--- config.mk ---
export PLATFORM = sky130hd
export DESIGN_NAME = race_progress_tracker
export DESIGN_NICKNAME = d
export VERILOG_FILES = /design/src/rtl/race_pkg.sv /design/src/rtl/race_progress_tracker_checkpoint_hit.sv /design/src/rtl/race_progress_tracker.sv
export SDC_FILE = /design/constraint.sdc
export NUM_CORES = 1
export LEC_CHECK = 0
export ABC_AREA = 1
export CORE_MARGIN = 10
export CORE_UTILIZATION = 45
export CTS_CLUSTER_DIAMETER = 40
export DETAILED_ROUTE_END_ITERATION = 10
export DONT_BUFFER_PORTS = 1
export PLACE_DENSITY = 0.59
export SYNTH_ARGS = -nofsm -noshare
export SYNTH_HDL_FRONTEND = slang
export SYNTH_SLANG_ARGS = --single-unit
--- constraint.sdc ---
create_clock -name clk -period 2.75 [get_ports clk]
set_input_delay 0.55 -clock clk [delete_from_list [all_inputs] [get_ports clk]]
set_output_delay 0.55 -clock clk [all_outputs]
set_load 0.02 [all_outputs]
--- src/rtl/race_pkg.sv ---
// Shared widths and helpers for the race progress tracker.
// Checkpoint tables arrive as packed parameter vectors and are sliced here.
package race_pkg;

  localparam int RANKW = 4;
  localparam int LAPW  = 4;
  localparam int MAXW  = 16;
  localparam int MAXCP = 16;
  localparam int VECW  = MAXW * MAXCP;

  function automatic int cpw(input int n);
    return (n > 1) ? $clog2(n) : 1;
  endfunction

  function automatic logic [MAXW-1:0] cp_slice(
    input logic [VECW-1:0] v,
    input int              w,
    input int              i
  );
    logic [VECW-1:0] s;
    s = v >> (i * w);
    return s[MAXW-1:0];
  endfunction

  function automatic logic [MAXW-1:0] cp_x(
    input logic [VECW-1:0] v,
    input int              w,
    input int              i
  );
    return cp_slice(v, w, i);
  endfunction

  function automatic logic [MAXW-1:0] cp_y(
    input logic [VECW-1:0] v,
    input int              w,
    input int              i
  );
    return cp_slice(v, w, i);
  endfunction

  function automatic logic [MAXW-1:0] abs_diff(
    input logic [MAXW-1:0] a,
    input logic [MAXW-1:0] b
  );
    return (a >= b) ? (a - b) : (b - a);
  endfunction

endpackage

--- src/rtl/race_progress_tracker_checkpoint_hit.sv ---
// Square hit-box test of a point against a checkpoint centre.
// Pure combinational; the debug overlay can reuse it as-is.
module checkpoint_hit
  import race_pkg::*;
#(
  parameter int COORD_W = 10,
  parameter int CP_HALF = 8
) (
  input  logic [COORD_W-1:0] px_i,
  input  logic [COORD_W-1:0] py_i,
  input  logic [COORD_W-1:0] cx_i,
  input  logic [COORD_W-1:0] cy_i,
  output logic               hit_o
);

  logic [MAXW-1:0] dx;
  logic [MAXW-1:0] dy;

  assign dx = abs_diff(MAXW'(px_i), MAXW'(cx_i));
  assign dy = abs_diff(MAXW'(py_i), MAXW'(cy_i));

  assign hit_o = (dx <= MAXW'(CP_HALF)) &&
                 (dy <= MAXW'(CP_HALF));

endmodule

--- src/rtl/race_progress_tracker.sv ---
// Round-robin lap/checkpoint/finish-order tracker for N racers.
// One player is box-tested per clock, then committed a clock later.
module race_progress_tracker
  import race_pkg::*;
#(
  parameter int N_PLAYERS = 2,
  parameter int N_CP      = 4,
  parameter int N_LAPS    = 3,
  parameter int COORD_W   = 10,
  parameter logic [N_CP*COORD_W-1:0] CP_X = '0,
  parameter logic [N_CP*COORD_W-1:0] CP_Y = '0,
  parameter int CP_HALF   = 8,
  parameter int TIME_W    = 16,
  parameter int END_ON_FIRST = 0
) (
  input  logic                              clk,
  input  logic                              rst,
  input  logic                              race_active,
  input  logic                              race_clear,
  input  logic                              time_tick,
  input  logic [N_PLAYERS*COORD_W-1:0]      pos_x,
  input  logic [N_PLAYERS*COORD_W-1:0]      pos_y,
  output logic [N_PLAYERS*$clog2(N_CP)-1:0] next_cp,
  output logic [N_PLAYERS*LAPW-1:0]         lap,
  output logic [N_PLAYERS-1:0]              cp_pulse,
  output logic [N_PLAYERS-1:0]              finished,
  output logic [N_PLAYERS*RANKW-1:0]        rank,
  output logic [N_PLAYERS*TIME_W-1:0]       finish_time,
  output logic [TIME_W-1:0]                 race_time,
  output logic                              game_end
);

  localparam int CPW = $clog2(N_CP);
  localparam int PW  = cpw(N_PLAYERS);
  localparam logic [VECW-1:0] CPX_EXT = VECW'(CP_X);
  localparam logic [VECW-1:0] CPY_EXT = VECW'(CP_Y);
  localparam logic [N_PLAYERS*CPW-1:0] CP_RST =
    {N_PLAYERS{CPW'(1)}};

  logic [COORD_W-1:0] cx_tab [N_CP];
  logic [COORD_W-1:0] cy_tab [N_CP];

  for (genvar i = 0; i < N_CP; i++) begin : g_tab
    assign cx_tab[i] = COORD_W'(cp_x(CPX_EXT, COORD_W, i));
    assign cy_tab[i] = COORD_W'(cp_y(CPY_EXT, COORD_W, i));
  end

  logic [PW-1:0]               ptr_q, ptr_d;
  logic [PW-1:0]               s1_p_q, s1_p_d;
  logic [CPW-1:0]              s1_cp_q, s1_cp_d;
  logic                        s1_hit_q, s1_hit_d;
  logic [N_PLAYERS*CPW-1:0]    next_cp_q, next_cp_d;
  logic [N_PLAYERS*LAPW-1:0]   lap_q, lap_d;
  logic [N_PLAYERS-1:0]        pulse_q, pulse_d;
  logic [N_PLAYERS-1:0]        fin_q, fin_d;
  logic [N_PLAYERS*RANKW-1:0]  rank_q, rank_d;
  logic [N_PLAYERS*TIME_W-1:0] ftime_q, ftime_d;
  logic [TIME_W-1:0]           time_q, time_d;
  logic                        gend_q, gend_d;
  logic [RANKW-1:0]            nrank_q, nrank_d;

  logic [COORD_W-1:0] px;
  logic [COORD_W-1:0] py;
  logic [CPW-1:0]     cur_cp;
  logic               hit;

  assign px     = pos_x[ptr_q*COORD_W +: COORD_W];
  assign py     = pos_y[ptr_q*COORD_W +: COORD_W];
  assign cur_cp = next_cp_q[ptr_q*CPW +: CPW];

  checkpoint_hit #(
    .COORD_W (COORD_W),
    .CP_HALF (CP_HALF)
  ) u_hit (
    .px_i  (px),
    .py_i  (py),
    .cx_i  (cx_tab[cur_cp]),
    .cy_i  (cy_tab[cur_cp]),
    .hit_o (hit)
  );

  logic            upd;
  logic            is_lap;
  logic [LAPW-1:0] new_lap;
  logic [CPW-1:0]  adv_cp;

  // Stale hits are dropped if the player's target moved since sampling.
  assign upd = s1_hit_q && race_active && !gend_q &&
               !fin_q[s1_p_q] &&
               (s1_cp_q == next_cp_q[s1_p_q*CPW +: CPW]);
  assign is_lap  = (s1_cp_q == '0);
  assign new_lap = lap_q[s1_p_q*LAPW +: LAPW] + LAPW'(1);
  assign adv_cp  = (s1_cp_q == CPW'(N_CP - 1)) ?
                   '0 : s1_cp_q + CPW'(1);

  always_comb begin
    ptr_d    = (ptr_q == PW'(N_PLAYERS - 1)) ?
               '0 : ptr_q + PW'(1);
    s1_p_d   = ptr_q;
    s1_cp_d  = cur_cp;
    s1_hit_d = hit;
    next_cp_d = next_cp_q;
    lap_d    = lap_q;
    pulse_d  = '0;
    fin_d    = fin_q;
    rank_d   = rank_q;
    ftime_d  = ftime_q;
    nrank_d  = nrank_q;
    time_d   = time_q;
    gend_d   = gend_q |
               ((END_ON_FIRST != 0) ? |fin_q : &fin_q);

    if (time_tick && race_active && !gend_q &&
        time_q != '1)
      time_d = time_q + TIME_W'(1);

    if (upd) begin
      pulse_d[s1_p_q] = 1'b1;
      if (is_lap) begin
        lap_d[s1_p_q*LAPW +: LAPW] = new_lap;
        next_cp_d[s1_p_q*CPW +: CPW] = CPW'(1);
        if (new_lap == LAPW'(N_LAPS)) begin
          fin_d[s1_p_q] = 1'b1;
          rank_d[s1_p_q*RANKW +: RANKW] = nrank_q;
          ftime_d[s1_p_q*TIME_W +: TIME_W] = time_q;
          nrank_d = nrank_q + RANKW'(1);
        end
      end else begin
        next_cp_d[s1_p_q*CPW +: CPW] = adv_cp;
      end
    end

    if (race_clear) begin
      ptr_d     = '0;
      s1_p_d    = '0;
      s1_cp_d   = '0;
      s1_hit_d  = 1'b0;
      next_cp_d = CP_RST;
      lap_d     = '0;
      pulse_d   = '0;
      fin_d     = '0;
      rank_d    = '0;
      ftime_d   = '0;
      nrank_d   = RANKW'(1);
      time_d    = '0;
      gend_d    = 1'b0;
    end
  end

  always_ff @(posedge clk or posedge rst) begin
    if (rst) begin
      ptr_q     <= '0;
      s1_p_q    <= '0;
      s1_cp_q   <= '0;
      s1_hit_q  <= 1'b0;
      next_cp_q <= CP_RST;
      lap_q     <= '0;
      pulse_q   <= '0;
      fin_q     <= '0;
      rank_q    <= '0;
      ftime_q   <= '0;
      nrank_q   <= RANKW'(1);
      time_q    <= '0;
      gend_q    <= 1'b0;
    end else begin
      ptr_q     <= ptr_d;
      s1_p_q    <= s1_p_d;
      s1_cp_q   <= s1_cp_d;
      s1_hit_q  <= s1_hit_d;
      next_cp_q <= next_cp_d;
      lap_q     <= lap_d;
      pulse_q   <= pulse_d;
      fin_q     <= fin_d;
      rank_q    <= rank_d;
      ftime_q   <= ftime_d;
      nrank_q   <= nrank_d;
      time_q    <= time_d;
      gend_q    <= gend_d;
    end
  end

  assign next_cp     = next_cp_q;
  assign lap         = lap_q;
  assign cp_pulse    = pulse_q;
  assign finished    = fin_q;
  assign rank        = rank_q;
  assign finish_time = ftime_q;
  assign race_time   = time_q;
  assign game_end    = gend_q;

endmodule

==> flow_summary.toml, run 1 <==
[run_status]
status = "complete, no violations"

[detailed_routing]
viasPerCell = 5.17
drt_iter0_drc = 182
drt_wl_total_um = 9960
drt-wirelength-per-cell_um = 16.7
first_pass_iters = 4
num_vias = 3077
antenna_left = 0
drcViolationCount = 0

[yosys]
synth.net_count = 530
ys_seq_area_share_pct = 53.3
syn_area_um2 = 3860
netlist_instances = 480
yosysWarnings = 0
synth.distinct_cells = 28
ys_seq_elements = 82
synth.avg_cell_area_um2 = 8.04

[cts]
cts-resized-gates = 0
cts_root_buf = "clkbuf_8"
post-cts-setup-buffer-count = 0
cts_tree = "done"
cts-hold-fix-buffers = 0
cts_made_buffers = 9
clkTransAtPathRegs_ns = 0.08
clock_path_buffers = 2
htreeDepth = 3
clock_latency_ns = 0.35
cts_sinks = 82

[timing]
drv_slew = 0
setup_viol = 0
fmaxAchievable_mhz = 419
post-route-period-util_pct = 86.8
tightest_slew_ns = 0.685
period_minus_slack_ns = 2.39
fin_tns_setup_ns = 0
hold_violations = 0
relSlewSlack_pct = 54.3
rsz0062_at_grt = "false"
worst_clock_skew_ns = 0.00979

[placed_design]
gp_congestion = 0.911
portBuffers = 0
dp_hpwl_um = 7460

[global_routing]
gr-total-overflow = 0
grt_max_degree = 41
grt_first_pass_wirelength_um = 16600
antenna_found_initial = 0
grt_util_all_layers_pct = 15.8
grt_pass1_vias = 3130

[setup_path]
crit_start = "s1_p_q"
worstSetupPathType = "flop to flop"
crit_fanout = 20
timing.rr.start = "s1_p_q"
required_ns = 2.99
rrSetupSlack_ns = 0.36
worstSetupEndpointType = "flop"
reg2reg_to = "finish_time[7]"
reg2reg_depth = 14
arrival_ns = 2.63
worst_setup_path_start_kind = "flop"

[final_layout]
fillCellCount = 790
utilization_pct = 50.2
fin_nets = 535
final_common_cell = "nand2_1"
syn_to_final_growth_pct = 8.04
drive_above_1_share_pct = 8.16
diodes = 0
mostFrequentLayoutCells = "nand2_1, dfrtp_1, nor2_1, inv_1, o21ai_0"

[floorplanning]
chipWidth_um = 113
die_y_um = 113
io_pins = 118
num_rows = 33
design.core.area_um2 = 8300
dieArea_um2 = 12700
start_util_pct = 46.5

[hold_path]
hp-class = "input port to async pin"

[power_and_ir_drop]
cellPowerDensity_nw_per_um2 = 546
peakVddDrop_v = 0.000346
total_power_mw = 2.28
power.static_leakage_nw = 2.12

[flow_run]
maxCapViolations = 0
## logic make-up after synthesis
| logic type | after synthesis | share of synthesized area (%) |
|---|---|---|
| AOI/OAI and AO/OA | 42 | 6.13 |
| and+or+nand+nor | 292 | 31.5 |
| adders and majority gates | 5 | 1.62 |
| xor gates and xnor gates | 3 | 0.681 |
| DFF | 82 | 53.3 |
| buffers and inverters | 56 | 6.78 |
## power breakdown
group          leakage, nW  switching (mW)  internal [mW]  total, mW
clock                0.107           0.441          0.515      0.956
combinational        0.882          0.0766         0.0209     0.0974
sequential            1.13          0.0120           1.21       1.22
## critical path, stage by stage (launching register included)
cell     delay (ns)
dfrtp_1        0.58
inv_2          0.14
nand2_1        0.09
nand2_1        0.10
ha_1           0.23
nand3_1        0.08
nand2_1        0.05
inv_1          0.07
nand2_1        0.06
nor2_2         0.16
nand2_4        0.12
nand2_4        0.11
nand2_2        0.27
nand2_1        0.13
nand2_1        0.06
## through the flow
stage / setup WS (ns) / hold WS, ns / cells / area, um^2
after floorplan: 0.0965 / 0.432 / 480 / 3860
after global placement: 0.462 / 0.459 / 579 / 3950
after detailed placement: 0.383 / 0.474 / 579 / 3950
after CTS: 0.351 / 0.170 / 595 / 4170
after global routing: 0.0654 / 0.195 / 595 / 4170
final: 0.363 / 0.148 / 595 / 4170
## registers in the layout (all words and copies together) (netlist names), 2 cells and up
| signal | cells |
|---|---|
| race_time | 16 |
| finish_time | 32 |
| s1_cp_q | 2 |
| lap | 8 |
| finished | 2 |
| nrank_q | 4 |
| cp_pulse | 2 |
| next_cp | 4 |
| rank | 8 |
## cell usage after synthesis
cell type,instances,share of area (%)
a22oi_1,2,0.39
buf_4,5,0.97
a21oi_1,7,0.91
clkinv_1,1,0.097
ha_1,5,1.6
o22ai_1,4,0.65
clkbuf_1,4,0.39
nor3_1,12,1.6
o31ai_1,6,1.2
nor3_4,1,0.42
nand2_1,200,19
buf_2,2,0.26
nand4_1,6,0.97
nand3_2,1,0.26
inv_2,2,0.19
inv_1,38,3.7
nand2_4,2,0.58
nor2_1,37,3.6
buf_6,4,1.2
dfrtp_1,79,51
nor4_1,6,0.97
xor2_1,3,0.68
o21ai_0,22,2.9
dfstp_2,3,2.0
nand2_2,3,0.49
a31oi_1,1,0.16
nand3_1,21,2.7
nor2_2,3,0.49
## layer usage
layer  track usage, %  vias up  part of all wire, %
li1                 -     1529                    -
met1             17.2     1453                   39
met2             26.5       90                   51
met3             7.88        5                   10
met4             4.57        0                 0.59
met5                0        -                    0
## layout make-up
type	instances	area [um^2]	share of cell area, %
Clock buffer	10	128	3.06
Inverter	41	155	3.72
Clock inverter	6	90.1	2.16
Timing Repair Buffer	9	67.6	1.62
Sequential cell	82	2060	49.3
Tap cell	105	131	3.15
Multi-Input combinational cell	342	1540	37.0
## worst max-delay path by stage
stage,to,depth (start not counted)
4_1_cts,finish_time[7],14
5_1_grt,finish_time[7],14
3_3_place_gp,rank[5],14
3_5_place_dp,finish_time[31],14
2_1_floorplan,cp_pulse[0],1
6_report,finish_time[7],14
Power figures use the tool's default switching activity.
==> run 2: changes to the inputs <==
Settings changed: CORE_UTILIZATION 45 to 42, DONT_BUFFER_PORTS 1 to default, PLACE_DENSITY 0.59 to 0.73.
==> flow_summary.toml, run 2 (synthesis results as in run 1) <==
[run_status]
status = "complete, no violations"

[final_layout]
fin_area_um2 = 5280
mostFrequentLayoutCells = "nand2_1, clkdlybuf4s50_1, dfrtp_1, nor2_1, inv_1"
largest_register_ffs = 32
diodes = 0
utilization_pct = 59.7
drive_above_1_share_pct = 5.98
fin_cells = 710
syn_to_final_growth_pct = 36.8
fin_nets = 648
final_common_cell = "nand2_1"

[setup_path]
worst-path-stages = 15
cp.buffers_inverters = 3
endpoint = "finish_time[8]"
crit_fanout = 20
max_stage_delay_ns = 0.50
cpMostUsedCell = "nand2_1"
reg2reg_to = "finish_time[8]"
crit_path_cell_trace = "inv_2 -> nand2_1 -> nand2_1 -> ha_1 -> inv_1 -> nand2_1 -> nand2_1 -> inv_1 -> nand2_1 -> nor2_2 -> nand2_4 -> nand2_4 -> nand2_2 -> nand2_1 -> nand2_1"
worst_setup_path_start_kind = "flop"
crit_family = "simple AND/OR/NAND/NOR gates"
timing.rr.start = "s1_p_q"
slowest_stage = "dfrtp_2"
worstSetupPathType = "flop to flop"
reg2reg_depth = 15
crit_start = "s1_p_q"
arrival_ns = 2.56
rrSetupSlack_ns = 0.42
worstSetupEndpointType = "flop"
required_ns = 2.98

[placed_design]
post-place-cells = 695
postPlaceCellArea_um2 = 5110
post-place-ws_ns = 0.238
dp_hpwl_um = 8090
portBuffers = 117
gp_congestion = 0.816

[detailed_routing]
drt_wl_total_um = 10600
num_vias = 3588
viasPerCell = 5.05
drt-wirelength-per-cell_um = 14.9
antenna_left = 0
drcViolationCount = 0
drt_iter0_drc = 122
first_pass_iters = 4

[global_routing]
top_usage_layer = "met2"
use_met3_pct = 7.18
grt_first_pass_wirelength_um = 17900
gr-total-overflow = 0
antenna_found_initial = 0
met1_usage_pct = 18.5
grt_util_all_layers_pct = 16.5
grtUsageMet2_pct = 27.7
grt_pass1_vias = 3778
grt_max_degree = 43

[timing]
period_minus_slack_ns = 2.33
hold_violations = 0
setup_viol = 0
layout_setup_ws_ns = 0.421
post-route-period-util_pct = 84.7
drv_slew = 0
hold-worst-slack_ns = 0.469
relSlewSlack_pct = 48.9
fin_tns_setup_ns = 0
tightest_slew_ns = 0.765
rsz0062_at_grt = "false"
fmaxAchievable_mhz = 429
worst_clock_skew_ns = 0.00813

[power_and_ir_drop]
p_seq_share_pct = 56.3
p_sw_share_pct = 23.3
peakVddDrop_v = 0.000211
cellPowerDensity_nw_per_um2 = 410
power_frac_clock_pct = 35.6
p_int_mw = 1.66
power.switching_mw = 0.505
power.static_leakage_nw = 2.51
p_comb_share_pct = 8.1
total_power_mw = 2.16

[floorplanning]
io_pins = 118
design.core.area_um2 = 8850
dieArea_um2 = 13400
die_y_um = 116
chipWidth_um = 116
num_rows = 34
start_util_pct = 43.6

[hold_path]
min_path_cells = 2
hp-class = "flop to flop"

[cts]
cts_sinks = 82
clock_latency_ns = 0.35
post-cts-setup-buffer-count = 0
htreeDepth = 3
clock_path_buffers = 2
cts_root_buf = "clkbuf_8"
cts_made_buffers = 9
clkTransAtPathRegs_ns = 0.07
cts_tree = "done"

[flow_run]
maxCapViolations = 0
[run 2: cell count changes in the layout (fill, tap and decap cells not counted), sizes merged]
cell | previous run | this run
bufinv | 2 | 0
inv | 40 | 39
buf | 9 | 5
clkbuf | 10 | 12
clkdlybuf4s50 | 0 | 117
clkinv | 4 | 5
clkinvlp | 1 | 0
[run 2: how the worst min path moves through the flow]
stage,start,to,slack (ns)
6_report,finish_time[31],finish_time[31],0.47
5_1_grt,finish_time[9],finish_time[9],0.49
4_1_cts,finish_time[31],finish_time[31],0.48
3_5_place_dp,ptr_q,ptr_q,0.46
3_3_place_gp,finish_time[28],finish_time[28],0.45
2_1_floorplan,ptr_q,ptr_q,0.43
[run 2: worst reg2reg max path: stages (launching register included)]
cell     delay, ns
dfrtp_2       0.50
inv_2         0.16
nand2_1       0.06
nand2_1       0.12
ha_1          0.19
inv_1         0.04
nand2_1       0.05
nand2_1       0.04
inv_1         0.07
nand2_1       0.07
nor2_2        0.18
nand2_4       0.13
nand2_4       0.11
nand2_2       0.27
nand2_1       0.14
nand2_1       0.06
[run 2: layer usage]
layer	up-vias	wire length, um
li1	1757	-
met1	1690	4310
met2	129	5040
met3	12	1140
met4	0	117
met5	-	0
[run 2: timing repair]
action | 4_1_cts | 5_1_grt
endpoints found under the setup margin | 0 | 14
hold buffers | 0 | 0
resized for setup | 0 | 1
[run 2: power by group through the flow]
stage | Combinational, mW | Clock (mW) | Sequential (mW)
2_1_floorplan | 0.0859 | 0 | 1.24
3_3_place_gp | 0.173 | 0 | 1.24
3_5_place_dp | 0.178 | 0 | 1.24
4_1_cts | 0.178 | 0.789 | 1.22
5_1_grt | 0.195 | 0.850 | 1.22
6_report | 0.175 | 0.771 | 1.22
[run 2: area by class of cell]
type,instances,area [um^2]
Sequential cell,82,2060
Multi-Input combinational cell,342,1540
Clock inverter,3,15.0
Clock buffer,12,155
Tap cell,108,135
Fill cell,793,3570
Timing Repair Buffer,122,1220
Inverter,41,155
==> run 3: changes to the inputs <==
Settings changed: CORE_UTILIZATION 42 to 45, PLACE_DENSITY 0.73 to 0.74.
Clock period 2.75 ns to 2.3 ns, I/O delays scaled along.
==> flow_summary.toml, run 3 (synthesis results as in run 1) <==
[setup_path]
reg2reg_to = "finish_time[0]"
timing.rr.start = "s1_p_q"
arrival_ns = 2.42
worst_setup_path_start_kind = "flop"
rrSetupSlack_ns = 0.16
reg2reg_depth = 15
slowest_stage = "dfrtp_2"
required_ns = 2.58
max_stage_delay_ns = 0.46
worstSetupEndpointType = "flop"
crit_fanout = 20
crit_path_cell_trace = "inv_2 -> nand2_1 -> nand2_1 -> ha_1 -> inv_1 -> nand2_1 -> nand2_1 -> inv_1 -> nand2_1 -> nor2_4 -> nand2_4 -> nor2_2 -> buf_12 -> nand2_1 -> nand2_1"
cpMostUsedCell = "nand2_1"
worstSetupPathType = "flop to flop"

[power_and_ir_drop]
power_frac_clock_pct = 37.3
p_sw_share_pct = 22.7
cellPowerDensity_nw_per_um2 = 492
p_comb_share_pct = 8.5
power.switching_mw = 0.610
total_power_mw = 2.69
peakVddDrop_v = 0.000301
power.static_leakage_nw = 2.58
p_int_mw = 2.08
p_seq_share_pct = 54.2

[cts]
cts_made_buffers = 9
htreeDepth = 3
cts_tree = "done"
clkTransAtPathRegs_ns = 0.08
cts_root_buf = "clkbuf_8"
cts_sinks = 82
clock_path_buffers = 2
clock_latency_ns = 0.35

[final_layout]
largest_register_ffs = 32
fillCellCount = 709
syn_to_final_growth_pct = 41.6
drive_above_1_share_pct = 7.83
diodes = 0
fin_nets = 659
mostFrequentLayoutCells = "nand2_1, clkdlybuf4s50_1, dfrtp_1, nor2_1, inv_1"
final_common_cell = "nand2_1"

[placed_design]
portBuffers = 117
gp_congestion = 0.899
dp_hpwl_um = 8240

[timing]
worst_clock_skew_ns = 0.00545
hold-worst-slack_ns = 0.411
setup_viol = 0
hold_violations = 0
post-route-period-util_pct = 92.9
fin_tns_setup_ns = 0
tightest_slew_ns = 0.466
period_minus_slack_ns = 2.14
fmaxAchievable_mhz = 468
relSlewSlack_pct = 68.7
drv_slew = 0

[hold_path]
hp-class = "input port to async pin"

[detailed_routing]
first_pass_iters = 4
viasPerCell = 5.03
antenna_left = 0
drcViolationCount = 0
num_vias = 3615
drt-wirelength-per-cell_um = 14.7
drt_iter0_drc = 155
drt_wl_total_um = 10600

[floorplanning]
num_rows = 33
chipWidth_um = 113
die_y_um = 113
start_util_pct = 46.5
dieArea_um2 = 12700
design.core.area_um2 = 8300
io_pins = 118

[global_routing]
grt_first_pass_wirelength_um = 18000
antenna_found_initial = 0
grt_pass1_vias = 3787
grt_util_all_layers_pct = 16.8
grt_max_degree = 52
gr-total-overflow = 0

[flow_run]
maxCapViolations = 0

[run_status]
status = "complete, no violations"
run 3: changes by cell type in the layout (fill, tap and decap cells not counted), moves of 2 or more:
cell        previous run  this run
buf_12                 1         4
buf_4                  4        12
clkinv_2               4         2
clkinvlp_4             0         3
nand2_2                3         1
nand2_8                0         3
run 3: per-stage QoR:
stage,instance area [um^2],util [%],setup slack [ns],instances
finish,5460,65.8,0.163,718
global route,5460,65.8,-0.00709,718
CTS,5430,65.4,0.115,718
detailed placement,5230,63.0,-0.0396,703
global placement,5230,63.0,0.0541,703
floorplan,3860,-,0.397,480
run 3: critical path: cells and delay by family (launching register included):
family / cells / cell delay (ns)
simple gates: 10 / 0.97
flops: 1 / 0.46
buf+inv: 4 / 0.44
fa+ha+maj: 1 / 0.19
run 3: layout make-up:
type                       instances  area [um^2]  share of cell area [%]
timing repair buffer             133         1340                    24.6
sequential                        82         2060                    37.7
tap                              105          131                    2.40
multi-input combinational        342         1580                    29.0
clock buffer                      10          138                    2.52
clock inverter                     5         55.1                    1.01
inverter                          41          158                    2.89
run 3: how the worst max path moves through the flow:
stage	start	endpoint	slack, ns	cells after the start
5_1_grt	s1_p_q	finish_time[8]	-0.007	15
6_report	s1_p_q	finish_time[0]	0.16	15
4_1_cts	s1_p_q	finish_time[7]	0.12	15
3_3_place_gp	race_active	rank[3]	0.05	10
2_1_floorplan	s1_p_q	finish_time[16]	0.40	15
3_5_place_dp	race_active	finish_time[7]	-0.04	10
run 3: routing by layer:
metal  global-route usage (%)  vias up  part of all wire, %
met3                     6.44       13                  8.7
li1                         -     1788                    -
met2                     28.5      109                   50
met4                     5.50        0                  1.0
met1                     19.1     1705                   40
met5                        0        -                    0
run 3: repair_timing:
item / CTS / global route
setup buffers: 0 / 0
setup endpoints to repair: 4 / 40
hold buffers: 0 / 0
resized for setup: 2 / 5
run 3: power groups by stage:
| stage | clock network (mW) | registers, mW | logic [mW] |
|---|---|---|---|
| 6_report | 1.00 | 1.46 | 0.229 |
| 5_1_grt | 1.09 | 1.46 | 0.253 |
| 4_1_cts | 1.04 | 1.45 | 0.227 |
| 3_5_place_dp | 0 | 1.48 | 0.224 |
| 3_3_place_gp | 0 | 1.48 | 0.218 |
| 2_1_floorplan | 0 | 1.48 | 0.103 |
